--- config.mk ---
export PLATFORM = sky130hd
export DESIGN_NAME = adc_trigger_packer_flat
export DESIGN_NICKNAME = d
export VERILOG_FILES = /design/src/rtl/adc_trigger_packer_pkg.sv /design/src/rtl/adc_trigger_packer_if.sv /design/src/rtl/adc_trigger_packer_decim_avg.sv /design/src/rtl/adc_trigger_packer.sv /design/src/flat_wrapper.sv
export SDC_FILE = /design/constraint.sdc
export NUM_CORES = 1
export LEC_CHECK = 0
export CORE_ASPECT_RATIO = 1.25
export CORE_MARGIN = 4
export CORE_UTILIZATION = 40
export CTS_BUF_LIST = sky130_fd_sc_hd__clkbuf_2 sky130_fd_sc_hd__clkbuf_4 sky130_fd_sc_hd__clkbuf_8
export DETAILED_ROUTE_END_ITERATION = 10
export GPL_TIMING_DRIVEN = 0
export PLACE_DENSITY = 0.71
export SYNTH_ARGS = -nofsm -noshare
export SYNTH_HDL_FRONTEND = slang
export SYNTH_SLANG_ARGS = --single-unit
--- constraint.sdc ---
create_clock -name clk -period 10.07 [get_ports clk]
set_input_delay 1.5105 -clock clk [delete_from_list [all_inputs] [get_ports clk]]
set_output_delay 1.5105 -clock clk [all_outputs]
set_load 0.05 [all_outputs]
--- src/rtl/adc_trigger_packer_pkg.sv ---
// adc_trigger_pkg: shared types, constants and helpers for the ADC trigger packer
package adc_trigger_pkg;

    typedef enum logic [1:0] {ARMED, FIRE, HOLDOFF} trig_state_e;

    typedef logic signed [15:0] sample_t;

    localparam logic [7:0] ID_NONE = 8'd0;

    function automatic logic [15:0] sat_abs(input sample_t s);
        return (s == 16'sh8000) ? 16'h7FFF : (s[15] ? 16'(-s) : 16'(s));
    endfunction

endpackage

--- src/rtl/adc_trigger_packer_if.sv ---
// adc_trigger_packer_if: ADC sample input, CSR controls and writer-facing outputs
interface adc_trigger_packer_if;
    import adc_trigger_pkg::*;

    logic        enable;
    logic        adc_valid;
    sample_t     adc_ch0;
    sample_t     adc_ch1;
    logic [15:0] threshold;
    logic [31:0] data;
    logic        data_valid;
    logic [7:0]  interrupt_id;
    logic [15:0] event_count;

    modport master (
        output enable, adc_valid, adc_ch0, adc_ch1, threshold,
        input  data, data_valid, interrupt_id, event_count
    );

    modport slave (
        input  enable, adc_valid, adc_ch0, adc_ch1, threshold,
        output data, data_valid, interrupt_id, event_count
    );

endinterface

--- src/rtl/adc_trigger_packer_decim_avg.sv ---
// decim_avg: per-channel block accumulator producing the arithmetic-shifted average
module decim_avg
    import adc_trigger_pkg::*;
#(
    parameter int DECIM_LOG2 = 2
) (
    input  logic    clk,
    input  logic    reset,
    input  logic    clear,
    input  logic    valid,
    input  logic    last,
    input  sample_t sample,
    output sample_t avg
);
    localparam int W = 16 + DECIM_LOG2;

    logic signed [W-1:0] acc;
    logic signed [W-1:0] sum;

    assign sum = acc + W'(sample);
    assign avg = sample_t'(sum >>> DECIM_LOG2);

    // accumulate each accepted sample; the block's final sample restarts from zero
    always_ff @(posedge clk) begin
        if (reset || clear)
            acc <= '0;
        else if (valid)
            acc <= last ? '0 : sum;
    end

endmodule

--- src/rtl/adc_trigger_packer.sv ---
// adc_trigger_packer: decimates two ADC channels into 32-bit words and flags threshold triggers
module adc_trigger_packer
    import adc_trigger_pkg::*;
#(
    parameter int DECIM_LOG2     = 2,
    parameter int HOLDOFF_CYCLES = 4096,
    parameter int ID_FIRST       = 1
) (
    input logic                 clk,
    input logic                 reset,
    adc_trigger_packer_if.slave bus
);
    localparam int              CW        = DECIM_LOG2 > 0 ? DECIM_LOG2 : 1;
    localparam int              HOLD      = HOLDOFF_CYCLES > 0 ? HOLDOFF_CYCLES : 1;
    localparam int              HW        = $clog2(HOLD + 1);
    localparam logic [CW-1:0]   CNT_LAST  = CW'((1 << DECIM_LOG2) - 1);
    localparam logic [HW-1:0]   HOLD_LOAD = HW'(HOLD - 1);

    trig_state_e   state, next_state;
    logic [CW-1:0] cnt;
    logic [HW-1:0] hold_cnt;
    logic [7:0]    id_reg;
    sample_t       avg0, avg1;
    logic          take, last, word, hit;

    assign take = bus.enable && bus.adc_valid;
    assign last = cnt == CNT_LAST;
    assign word = take && last;
    assign hit  = word && (sat_abs(avg0) >= bus.threshold || sat_abs(avg1) >= bus.threshold);

    decim_avg #(.DECIM_LOG2(DECIM_LOG2)) u_ch0 (
        .clk(clk), .reset(reset), .clear(!bus.enable), .valid(take),
        .last(last), .sample(bus.adc_ch0), .avg(avg0)
    );

    decim_avg #(.DECIM_LOG2(DECIM_LOG2)) u_ch1 (
        .clk(clk), .reset(reset), .clear(!bus.enable), .valid(take),
        .last(last), .sample(bus.adc_ch1), .avg(avg1)
    );

    // trigger state register
    always_ff @(posedge clk) begin
        state <= reset ? ARMED : next_state;
    end

    // next state and event id output; the id is shown only while in FIRE
    always_comb begin
        next_state       = state;
        bus.interrupt_id = ID_NONE;
        if (state == FIRE)
            bus.interrupt_id = id_reg;
        next_state = !bus.enable      ? ARMED :
                     state == ARMED   ? (hit ? FIRE : ARMED) :
                     hold_cnt == '0   ? ARMED : HOLDOFF;
    end

    // sample counter and holdoff timer; the timer starts with the trigger so FIRE counts toward holdoff
    always_ff @(posedge clk) begin
        if (reset || !bus.enable) begin
            cnt      <= '0;
            hold_cnt <= '0;
        end else begin
            if (take)
                cnt <= last ? '0 : cnt + CW'(1);
            hold_cnt <= next_state == FIRE ? HOLD_LOAD :
                        hold_cnt != '0     ? hold_cnt - HW'(1) : '0;
        end
    end

    // id and event bookkeeping advance once per issued trigger and survive enable=0
    always_ff @(posedge clk) begin
        if (reset) begin
            id_reg          <= 8'(ID_FIRST);
            bus.event_count <= '0;
        end else if (state == FIRE) begin
            id_reg <= id_reg == 8'hFF ? 8'd1 : id_reg + 8'd1;
            if (bus.event_count != 16'hFFFF)
                bus.event_count <= bus.event_count + 16'd1;
        end
    end

    // packed output word, updated one cycle after the block's final sample
    always_ff @(posedge clk) begin
        if (reset) begin
            bus.data       <= '0;
            bus.data_valid <= 1'b0;
        end else begin
            bus.data_valid <= word;
            if (word)
                bus.data <= {avg1, avg0};
        end
    end

endmodule

--- src/flat_wrapper.sv ---
// flat-port wrapper written by rule: the top's interface ports become plain ports
module adc_trigger_packer_flat import adc_trigger_pkg::*;
#(
    parameter int DECIM_LOG2     = 2,
    parameter int HOLDOFF_CYCLES = 4096,
    parameter int ID_FIRST       = 1
)
  (clk, reset, bus_enable, bus_adc_valid, bus_adc_ch0, bus_adc_ch1, bus_threshold, bus_data, bus_data_valid, bus_interrupt_id, bus_event_count);
  adc_trigger_packer_if bus_i ();
  input logic clk;
  input logic reset;
  input wire logic [$bits(bus_i.enable)-1:0] bus_enable;
  input wire logic [$bits(bus_i.adc_valid)-1:0] bus_adc_valid;
  input wire logic [$bits(bus_i.adc_ch0)-1:0] bus_adc_ch0;
  input wire logic [$bits(bus_i.adc_ch1)-1:0] bus_adc_ch1;
  input wire logic [$bits(bus_i.threshold)-1:0] bus_threshold;
  output wire logic [$bits(bus_i.data)-1:0] bus_data;
  output wire logic [$bits(bus_i.data_valid)-1:0] bus_data_valid;
  output wire logic [$bits(bus_i.interrupt_id)-1:0] bus_interrupt_id;
  output wire logic [$bits(bus_i.event_count)-1:0] bus_event_count;
  assign bus_i.enable = bus_enable;
  assign bus_i.adc_valid = bus_adc_valid;
  assign bus_i.adc_ch0 = bus_adc_ch0;
  assign bus_i.adc_ch1 = bus_adc_ch1;
  assign bus_i.threshold = bus_threshold;
  assign bus_data = bus_i.data;
  assign bus_data_valid = bus_i.data_valid;
  assign bus_interrupt_id = bus_i.interrupt_id;
  assign bus_event_count = bus_i.event_count;
  adc_trigger_packer #(.DECIM_LOG2(DECIM_LOG2), .HOLDOFF_CYCLES(HOLDOFF_CYCLES), .ID_FIRST(ID_FIRST)) u_core (.clk(clk), .reset(reset), .bus(bus_i));
endmodule
[After elaboration in Yosys (flattened, before gate mapping)]
Index checks and enable logic that the tools add are counted.
Storage, ports and cells
  register bits after elaboration: 110
  logic and storage cells: 54
Cells by class
  add/sub/neg operators: 8
  magnitude comparators: 2
  equality and inequality tests: 7
  muxes and demuxes: 15
  bitwise logic cells: 1
  reductions and logical operators: 11
Operators by type and width (number)
  two-way mux 16 bit: 4
  adder 18 x 16 -> 18 bit: 2
  two-way mux 18 bit: 2
  equality test 16 bit (second input constant): 2
  >= comparator 16 bit: 2
  negation 16 bit: 2
  two-way mux 12 bit: 2
  adder 16 x 1 -> 16 bit (second input constant): 1
  two-way mux 8 bit: 2
  inequality test 16 bit (second input constant): 1
  zero test 13 bit: 1
  nonzero test 13 bit: 1
  subtractor 13 x 1 -> 13 bit (second input constant): 1
  adder 8 x 1 -> 8 bit (second input constant): 1
  equality test 8 bit (second input constant): 1
  two-way mux 2 bit: 4
  equality test 2 x 1 -> 1 bit (second input constant): 2
  logical AND 1 bit: 3
  OR reduction 3 bit: 1
  adder 2 x 1 -> 2 bit (second input constant): 1
  equality test 2 bit (second input constant): 1
  zero test 2 bit: 1
  logical OR 1 bit: 2
  AND reduction 2 bit: 1
  other kinds (3): 3

[Logic depth before layout (Yosys ltp)]
Gate-level depths: netlist of run 1.
  depth in word-level cells: 12
  depth in mapped cells: 24

[Cells and area by module]
From an unflattened synthesis of run 1, not the netlist that was laid out.
Unflattened totals
  cell total of the unflattened synthesis: 933
  area, all modules: 7470.9 um2
Modules (own cells, without submodules)
  adc_trigger_packer: times used 1, cells each 563, area each 4395.5 um2, sequential area each 1481.4 um2
  decim_avg: times used 2, cells each 185, area each 1537.7 um2, sequential area each 360.3 um2

[Worst setup path before layout of run 1]
OpenSTA, ideal clock, no wires.
  path kind: input -> register
  from: in bus_adc_ch0[0]
  to: reg u_core.hold_cnt[2]
  data arrival time: 5.942 ns
  slack: 3.987 ns
  cell stages on the path: 20
  path buffers: 1
  path through: ha_1 -> inv_1 -> fa_1 -> nand2b_1 -> a211oi_2 -> o21ai_0 -> a2111oi_1 -> or4b_4 -> nor3_4 -> a31oi_1 -> ha_1 -> nand2b_1 -> a21o_1 -> a21o_1 -> a21o_1 -> a21o_1 -> a311oi_1 -> a21o_1 -> clkbuf_1 -> o21ai_0
Between the ends
  word-level cells in the longest chain between the ends: 12
Ends and longest elaborated chain
  start, declared: line flat_wrapper.sv:14  | input wire logic [$bits(bus_i.adc_ch0)-1:0] bus_adc_ch0;
  adder 18 x 16 -> 18 bit (*): line adc_trigger_packer_decim_avg.sv:20  | assign sum = acc + W'(sample);
  negation 16 bit: line adc_trigger_packer_pkg.sv:11  | return (s == 16'sh8000) ? 16'h7FFF : (s[15] ? 16'(-s) : 16'(s));
  two-way mux 16 bit: line adc_trigger_packer_pkg.sv:11
  two-way mux 16 bit (*): line adc_trigger_packer_pkg.sv:11
  >= comparator 16 bit (*): line adc_trigger_packer.sv:29  | assign hit = word && (sat_abs(avg0) >= bus.threshold || sat_abs(avg1) >= bus.threshold);
  logical OR 1 bit (*): line adc_trigger_packer.sv:29
  logical AND 1 bit (*): line adc_trigger_packer.sv:29
  two-way mux 1 bit (*): line adc_trigger_packer.sv:53  | state == ARMED ? (hit ? FIRE : ARMED) :
  two-way mux 2 bit (*): line adc_trigger_packer.sv:53
  two-way mux 2 bit (*): line adc_trigger_packer.sv:52  | next_state = !bus.enable ? ARMED :
  equality test 2 x 1 -> 1 bit (*): line adc_trigger_packer.sv:65  | hold_cnt <= next_state == FIRE ? HOLD_LOAD :
  two-way mux 12 bit (*): line adc_trigger_packer.sv:65
  end signal, assigned: line adc_trigger_packer.sv:65
  end, declared: line adc_trigger_packer.sv:21  | logic [HW-1:0] hold_cnt;
Every way passes the cells marked *; elsewhere a longest branch is shown, timed or not.
A chain may end at the register's enable or synchronous reset.

[Final worst setup path of run 1]
Ends and elaborated chain as after synthesis.

==> implementation parameters, run 1 <==
Parameter                              Value

Floorplanning
  Starting density of the core ... 40.90%
  Number of cell rows ... 57
  Die W ... ~130 µm
  Die ar. ... around 22000 µm²
  Total I/O pin count ... 109
  Core outline area ... 19540 µm²
  Vertical die dimension ... 166.0 µm

Pwr
  Sw frac ... 36.31%
  Pwr/cell area ... 118.6 nW/µm²
  Psw ... around 410 µW
  Final Power ... 1137 µW
  Sequential share of power ... 41.8%
  Total leakage power ... 0.003807 µW
  Clock Power Share ... 23.5%
  Worst vdd ir ... 0.00007819 V
  Total internal power ... 724.0 µW
  Proportion of power drawn by combinational gates ... 34.7%

Synthesis
  Simple-gate share of the synthesized area ... 25.49%
  Most common cell in the synthesized netlist ... sky130_fd_sc_hd__nor2_1
  Leading post-synthesis cells by instance count ... 125 x sky130_fd_sc_hd__nor2_1, 122 x sky130_fd_sc_hd__nand2_1, 110 x sky130_fd_sc_hd__dfxtp_1
  Flops & latches, synth ... 110
  Synth Warn # ... 0
  Mux cell area share after synthesis ... 0.6262%
  Post-synthesis cell area ... 7993 µm²
  Share of the synthesized area in compound gates (AO/OA/AOI/OAI) ... 23.97%
  Number of flops mapped to enable cells by yosys ... 0
  Synth Area in Adders ... around an eighth
  Fraction of synthesis flops using an asynchronous set or reset pin ... 0%
  Most area-consuming cells after synthesis ... sky130_fd_sc_hd__dfxtp_1 28%, sky130_fd_sc_hd__ha_1 11%, sky130_fd_sc_hd__nor2_1 5.9%, sky130_fd_sc_hd__nand2_1 5.7%, sky130_fd_sc_hd__a21oi_1 5.5%
  Distinct cells, synth ... 74
  Cell accounting for the most synthesized area ... sky130_fd_sc_hd__dfxtp_1
  Cells after synthesis ... 1048
  Post-synthesis net count ... 1174
  Area share of xor/xnor cells in the synthesized design ... 6.027%
  Post-Syn Area per Cell ... around 7.6 µm²
  Sequential-to-total area share from yosys stat ... 27.55%
  Share of Yosys cell area claimed by the top area cell type ... 27.55%
  Top_reg_cell synth ... sky130_fd_sc_hd__dfxtp_1
  Largest family of logic cells by synthesized area ... simple AND/OR/NAND/NOR gates

Clocking
  Hold-fix buffers at CTS ... 0
  Maximum clock path buffer count ... 2
  Count of H-tree levels built during CTS ... 3
  TritonCTS Buffers ... 9
  Post-CTS setup buffer count ... 0
  Cells resized by post-CTS repair ... 0
  Buffer cell driving the clock tree root ... sky130_fd_sc_hd__clkbuf_8
  Clock sink count ... 110
  TritonCTS clock tree ... built
  Clock slew seen by the registers of the worst setup and hold paths ... 120 ps
  Latest clock arrival within the worst-skew pair ... about 390 ps

STA
  Final max-slew violation count ... 0
  Rel. slew slack ... 39.86%
  Max Freq ... 0.1374 GHz
  Final clock period utilization by the worst path ... 72.30%
  Setup_tns ... 0 ps
  Slack of the critical path ... 2790 ps
  Setup repair after global routing missed its margin ... false
  Final worst clock skew ... 20.76 ps
  Final setup viols ... 0
  Number of hold-slack violations in the final timing report ... 0
  Measured slew at the worst slew-check pin ... 896.7 ps
  Minimum period implied by the final worst setup slack ... between 7000 and 8000 ps

Detailed routing
  Detailed-route wire length ... 22.74 mm
  Number of antenna-violating nets in the routed design ... 0
  First-pass detailed-route iteration total ... 7
  Routed length per placed instance ... 15.83 µm
  Vias per Instance ... 5.501
  DRC violation total after the first TritonRoute iteration ... 423
  Total DRC errors in the routed layout ... 0
  Vias post-DR ... 7905

Finish
  Proportion of layout cells with a drive suffix above 1 ... 3.584%
  Final standard cell utilization of the core ... 49.07%
  Post-layout instance area ... 9588 µm²
  Area growth syn-to-layout ... 19.96%
  Flip-flop count of the largest register after layout ... 32
  # diodes ... 0
  Layout Nets ... 1293
  Register bank with the most flops ... u_core.bus.data
  Largest registers ranked by flip-flop count ... u_core.bus.data (32), u_core.u_ch0.acc (18), u_core.u_ch1.acc (18)

Global routing
  Via count of the first global-routing pass ... 7661
  GRT Total Usage ... 20.50%
  Initial antenna violation count ... 0
  Overall overflow remaining after global route ... 0
  First-pass GRT wire length ... 38.01 mm
  Maximum number of pins on one net before global-route repair ... 20

Critical path
  Critical path required time ... 10320 ps
  Type of the worst setup path ... in2reg
  Worst Path Max Fanout ... 10
  Startpoint class of the critical path ... input port
  Reg2Reg Setup Slack ... 4060 ps
  Worst endpoint data arrival time ... 7530 ps
  Endpoint type of the worst setup path ... register

Flow run
  Max-cap violation count ... 0

Placed design
  Total placed instance area ... 9405 µm²
  Number of port buffers ... 108
  Dpl hpwl ... approximately 18 mm
  Routability cong. ... between 0.8 and 0.9
  Setup Slack @ Placement ... 2408 ps

Worst hold path
  Type of the worst min-delay path ... reg2reg

Run status
  Run status ... completed
==> kinds of logic after synthesis <==
family                   Yosys count
AND/OR/NAND/NOR                  420
AO/OA/AOI/OAI                    291
flip-flops                       110
buffers and inverters             93
adder cells (fa/ha/maj)           74
XOR/XNOR                          55
multiplexers                       5
==> worst max-delay path, stage by stage <==
cell	delay, ps
sky130_fd_sc_hd__clkdlybuf4s50_1	500
sky130_fd_sc_hd__ha_1	230
sky130_fd_sc_hd__inv_1	70
sky130_fd_sc_hd__fa_1	400
sky130_fd_sc_hd__nand2b_1	200
sky130_fd_sc_hd__a211oi_2	460
sky130_fd_sc_hd__o21ai_0	260
sky130_fd_sc_hd__a2111oi_1	460
sky130_fd_sc_hd__or4b_4	550
sky130_fd_sc_hd__nor3_4	330
sky130_fd_sc_hd__a31oi_1	150
sky130_fd_sc_hd__ha_1	290
sky130_fd_sc_hd__nand2b_1	140
sky130_fd_sc_hd__a21o_1	180
sky130_fd_sc_hd__a21o_1	170
sky130_fd_sc_hd__a21o_1	170
sky130_fd_sc_hd__a21o_1	180
sky130_fd_sc_hd__a311oi_1	560
sky130_fd_sc_hd__a21o_1	250
sky130_fd_sc_hd__clkbuf_1	320
sky130_fd_sc_hd__o21ai_0	150
==> routing by layer <==
metal  global-route usage (%)  vias up  share of wire (%)
li1                         -     4002                  -
met3                    2.667       34                4.2
met2                    34.62      190                 47
met5                        0        -                  0
met4                    6.200        0                2.4
met1                    27.21     3679                 46
==> metrics by stage <==
| stage | hold WS (ps) | cells |
|---|---|---|
| global placement | 442.6 | 1421 |
| floorplan | 435.6 | 1048 |
| finish | 462.8 | 1437 |
| CTS | 462.3 | 1437 |
| detailed placement | 445.6 | 1421 |
| global route | 490.9 | 1437 |
==> cell type report <==
class | instances | area (µm²)
Fill cell | 1988 | 9953
Multi-Input combinational cell | 845 | 5425
Sequential cell | 110 | 2202
Timing Repair Buffer | 108 | 1081
Tap cell | 265 | 331.6
Buffer | 51 | 207.7
Inverter | 42 | 157.7
Clock buffer | 10 | 131.4
Clock inverter | 6 | 51.30
==> cells in the final DEF, fill, tap and decap left out, types with 12 or more instances in the layout <==
master / instances
sky130_fd_sc_hd__nand3_1: 25
sky130_fd_sc_hd__o21ai_0: 48
sky130_fd_sc_hd__ha_1: 72
sky130_fd_sc_hd__xnor2_1: 31
sky130_fd_sc_hd__nor2_1: 125
sky130_fd_sc_hd__o211ai_1: 12
sky130_fd_sc_hd__dfxtp_1: 110
sky130_fd_sc_hd__nand2b_1: 17
sky130_fd_sc_hd__clkdlybuf4s50_1: 108
sky130_fd_sc_hd__a21o_1: 23
sky130_fd_sc_hd__nor3_1: 27
sky130_fd_sc_hd__nand2_1: 122
sky130_fd_sc_hd__and2_1: 15
sky130_fd_sc_hd__or3_1: 15
sky130_fd_sc_hd__nand4_1: 16
sky130_fd_sc_hd__xor2_1: 24
sky130_fd_sc_hd__a21oi_1: 88
sky130_fd_sc_hd__inv_1: 42
sky130_fd_sc_hd__a22oi_1: 34
sky130_fd_sc_hd__clkbuf_1: 44
==> path summary, 6_finish.rpt <==
| check | from | endpoint | depth (start not counted) |
|---|---|---|---|
| worst max-delay path | bus_adc_ch0[0] | u_core.hold_cnt[2]$_SDFF_PP0_ | 21 |
| worst min-delay path | u_core.bus.data[22]$_SDFFE_PP0P_ | u_core.bus.data[22]$_SDFFE_PP0P_ | 2 |
| worst max register to register | u_core.u_ch0.acc[0]$_SDFFE_PP0P_ | u_core.hold_cnt[2]$_SDFF_PP0_ | 20 |
| worst min register to register | u_core.bus.data[22]$_SDFFE_PP0P_ | u_core.bus.data[22]$_SDFFE_PP0P_ | 2 |
==> power groups by stage <==
stage          clock [µW]  sequential, µW  combinational (µW)
2_1_floorplan           0             481                 294
3_3_place_gp            0             484                 381
3_5_place_dp            0             484                 391
4_1_cts               271             475                 394
5_1_grt               289             478                 445
6_report              267             475                 395
Note: power is estimated with default switching activity, not from simulation.
==> run 2: changes to the inputs <==
- clock period: 10.07 -> 6.7 ns (I/O delays scaled with it)
==> implementation parameters, run 2 (same netlist as run 1, synthesis figures left out) <==
Parameter                              Value

Run status
  Run status ... completed

Placed design
  Setup Slack @ Placement ... -457.0 ps
  Total placed instance area ... 9405 µm²
  Number of port buffers ... 108
  Dpl hpwl ... 18.09 mm
  Placed insts ... approximately 1.4k
  Routability cong. ... a little under 0.9

Detailed routing
  Number of antenna-violating nets in the routed design ... 0
  Detailed-route wire length ... 22.73 mm
  First-pass detailed-route iteration total ... 5
  Routed length per placed instance ... 15.83 µm
  DRC violation total after the first TritonRoute iteration ... 381
  Vias post-DR ... 7908
  Total DRC errors in the routed layout ... 0
  Vias per Instance ... approximately 5.5

STA
  Worst hold slack after final layout ... 462.3 ps
  Final clock period utilization by the worst path ... 94.09%
  Slack of the critical path ... 395.7 ps
  Max Freq ... 0.1586 GHz
  Setup repair after global routing missed its margin ... false
  Rel. slew slack ... 38.15%
  Measured slew at the worst slew-check pin ... about 920 ps
  Final max-slew violation count ... 0
  Minimum period implied by the final worst setup slack ... between 6000 and 7000 ps
  Number of hold-slack violations in the final timing report ... 0
  Final worst clock skew ... 19.86 ps
  Final setup viols ... 0

Global routing
  Via count of the first global-routing pass ... 7661
  Overall overflow remaining after global route ... 0
  First-pass GRT wire length ... between 30 and 40 mm
  Initial antenna violation count ... 0
  GRT Total Usage ... 20.50%
  Maximum number of pins on one net before global-route repair ... 20

Clocking
  TritonCTS Buffers ... 9
  Maximum clock path buffer count ... 2
  TritonCTS clock tree ... built
  Clock slew seen by the registers of the worst setup and hold paths ... 120 ps
  Latest clock arrival within the worst-skew pair ... around 400 ps
  Count of H-tree levels built during CTS ... 3
  Hold-fix buffers at CTS ... 0
  Buffer cell driving the clock tree root ... sky130_fd_sc_hd__clkbuf_8
  Post-CTS setup buffer count ... 0
  Clock sink count ... 110

Finish
  Layout Nets ... 1292
  Post-layout instance area ... a little under 10000 µm²
  Non-filler instance count after layout ... about 1.4k
  Area growth syn-to-layout ... 20.21%
  Number of filler instances in the final layout ... 1986
  Largest registers ranked by flip-flop count ... u_core.bus.data (32), u_core.u_ch0.acc (18), u_core.u_ch1.acc (18)
  Proportion of layout cells with a drive suffix above 1 ... 3.843%
  Flip-flop count of the largest register after layout ... 32
  Register bank with the most flops ... u_core.bus.data
  Final standard cell utilization of the core ... 49.17%
  # diodes ... 0
  Top library cells by usage in the layout, fill and taps aside ... 125 x sky130_fd_sc_hd__nor2_1, 122 x sky130_fd_sc_hd__nand2_1, 110 x sky130_fd_sc_hd__dfxtp_1
  Most frequent standard cell in the layout excluding fill and tap cells ... sky130_fd_sc_hd__nor2_1

Critical path
  Most repeated library cell on the critical path ... sky130_fd_sc_hd__a21o_1
  Worst endpoint data arrival time ... 6550 ps
  Critical path required time ... 6950 ps
  Startpoint class of the critical path ... input port
  Type of the worst setup path ... in2reg
  Slowest stage cell, crit path ... sky130_fd_sc_hd__or4b_4
  Critical-path cell list ... clkdlybuf4s50_1 > ha_1 > inv_1 > fa_1 > nand2b_1 > a211oi_4 > o21ai_0 > a2111oi_2 > or4b_4 > nor3_4 > a31oi_1 > ha_1 > nand2b_1 > a21o_1 > a21o_1 > a21o_1 > a21o_1 > a311oi_2 > a21o_1 > o21ai_0
  Endpoint type of the worst setup path ... register
  Worst Path Max Fanout ... 13
  Crit-path max cell delay ... ~540 ps

Pwr
  Total leakage power ... 0.003808 µW
  Pwr/cell area ... 177.9 nW/µm²
  Worst vdd ir ... 0.0001171 V

Floorplanning
  Vertical die dimension ... 166.0 µm
  Core outline area ... 19540 µm²
  Total I/O pin count ... 109
  Die ar. ... 22320 µm²
  Die W ... 134.4 µm
  Starting density of the core ... between 40% and 50%
  Number of cell rows ... 57

Flow run
  Max-cap violation count ... 0

Worst hold path
  Type of the worst min-delay path ... reg2reg
==> run 2: cell count changes in the layout (fill, tap and decap cells not counted) <==
cell,delta
sky130_fd_sc_hd__a2111oi_1,-1
sky130_fd_sc_hd__a2111oi_2,+1
sky130_fd_sc_hd__a211oi_2,-1
sky130_fd_sc_hd__a211oi_4,+1
sky130_fd_sc_hd__a311oi_1,-1
sky130_fd_sc_hd__a311oi_2,+1
sky130_fd_sc_hd__clkbuf_1,-1
sky130_fd_sc_hd__nor3_1,-1
sky130_fd_sc_hd__nor3_2,+1
==> run 2: area by class of cell <==
class | instances | area [µm²] | share of cell area, %
buffer | 50 | 203.9 | 2.123
clock buffer | 10 | 131.4 | 1.367
clock inverter | 6 | 51.30 | 0.5339
inverter | 42 | 157.7 | 1.641
multi-input combinational | 845 | 5449 | 56.71
sequential | 110 | 2202 | 22.92
tap | 265 | 331.6 | 3.451
timing repair buffer | 108 | 1081 | 11.25
==> run 2: worst paths after layout <==
kind | startpoint | end | slack, ps | depth (start not counted)
worst max-delay path | bus_adc_ch0[0] | u_core.hold_cnt[1]$_SDFF_PP0_ | 400 | 20
worst min-delay path | u_core.bus.data[22]$_SDFFE_PP0P_ | u_core.bus.data[22]$_SDFFE_PP0P_ | 460 | 2
worst max register to register | u_core.u_ch0.acc[0]$_SDFFE_PP0P_ | u_core.hold_cnt[1]$_SDFF_PP0_ | 1170 | 19
worst min register to register | u_core.bus.data[22]$_SDFFE_PP0P_ | u_core.bus.data[22]$_SDFFE_PP0P_ | 460 | 2
==> run 2: metal layers <==
layer,wire [µm],global-route usage (%),part of all wire [%],vias up
met5,0,0,0,-
met2,10690,34.62,47,198
met4,571,6.200,2.5,0
li1,-,-,-,4001
met1,10510,27.21,46,3675
met3,947,2.667,4.2,34
==> run 2: what timing repair did <==
item	in CTS	in global routing
setup endpoints to repair	8	10
gates resized for setup	1	3
hold endpoints to repair	0	0
==> run 2: stage by stage <==
step	TNS [ps]	total power (µW)
detailed placement	-4480	1316
finish	0	1710
CTS	0	1714
global placement	-3909	1301
global route	0	1825
floorplan	0	1164
==> run 2: report_power, final <==
| group | internal [µW] | switching, µW |
|---|---|---|
| Clock | 147 | 252 |
| Sequential | 687 | 27.6 |
| Combinational | 256 | 341 |
==> run 2: worst max-delay path: cells and delay by family <==
kind	cells	cell delay, ps
AND/OR/NAND/NOR	4	1230
AO/OA/AOI/OAI	11	2830
buffers and inverters	2	570
adder cells (fa/ha/maj)	3	920
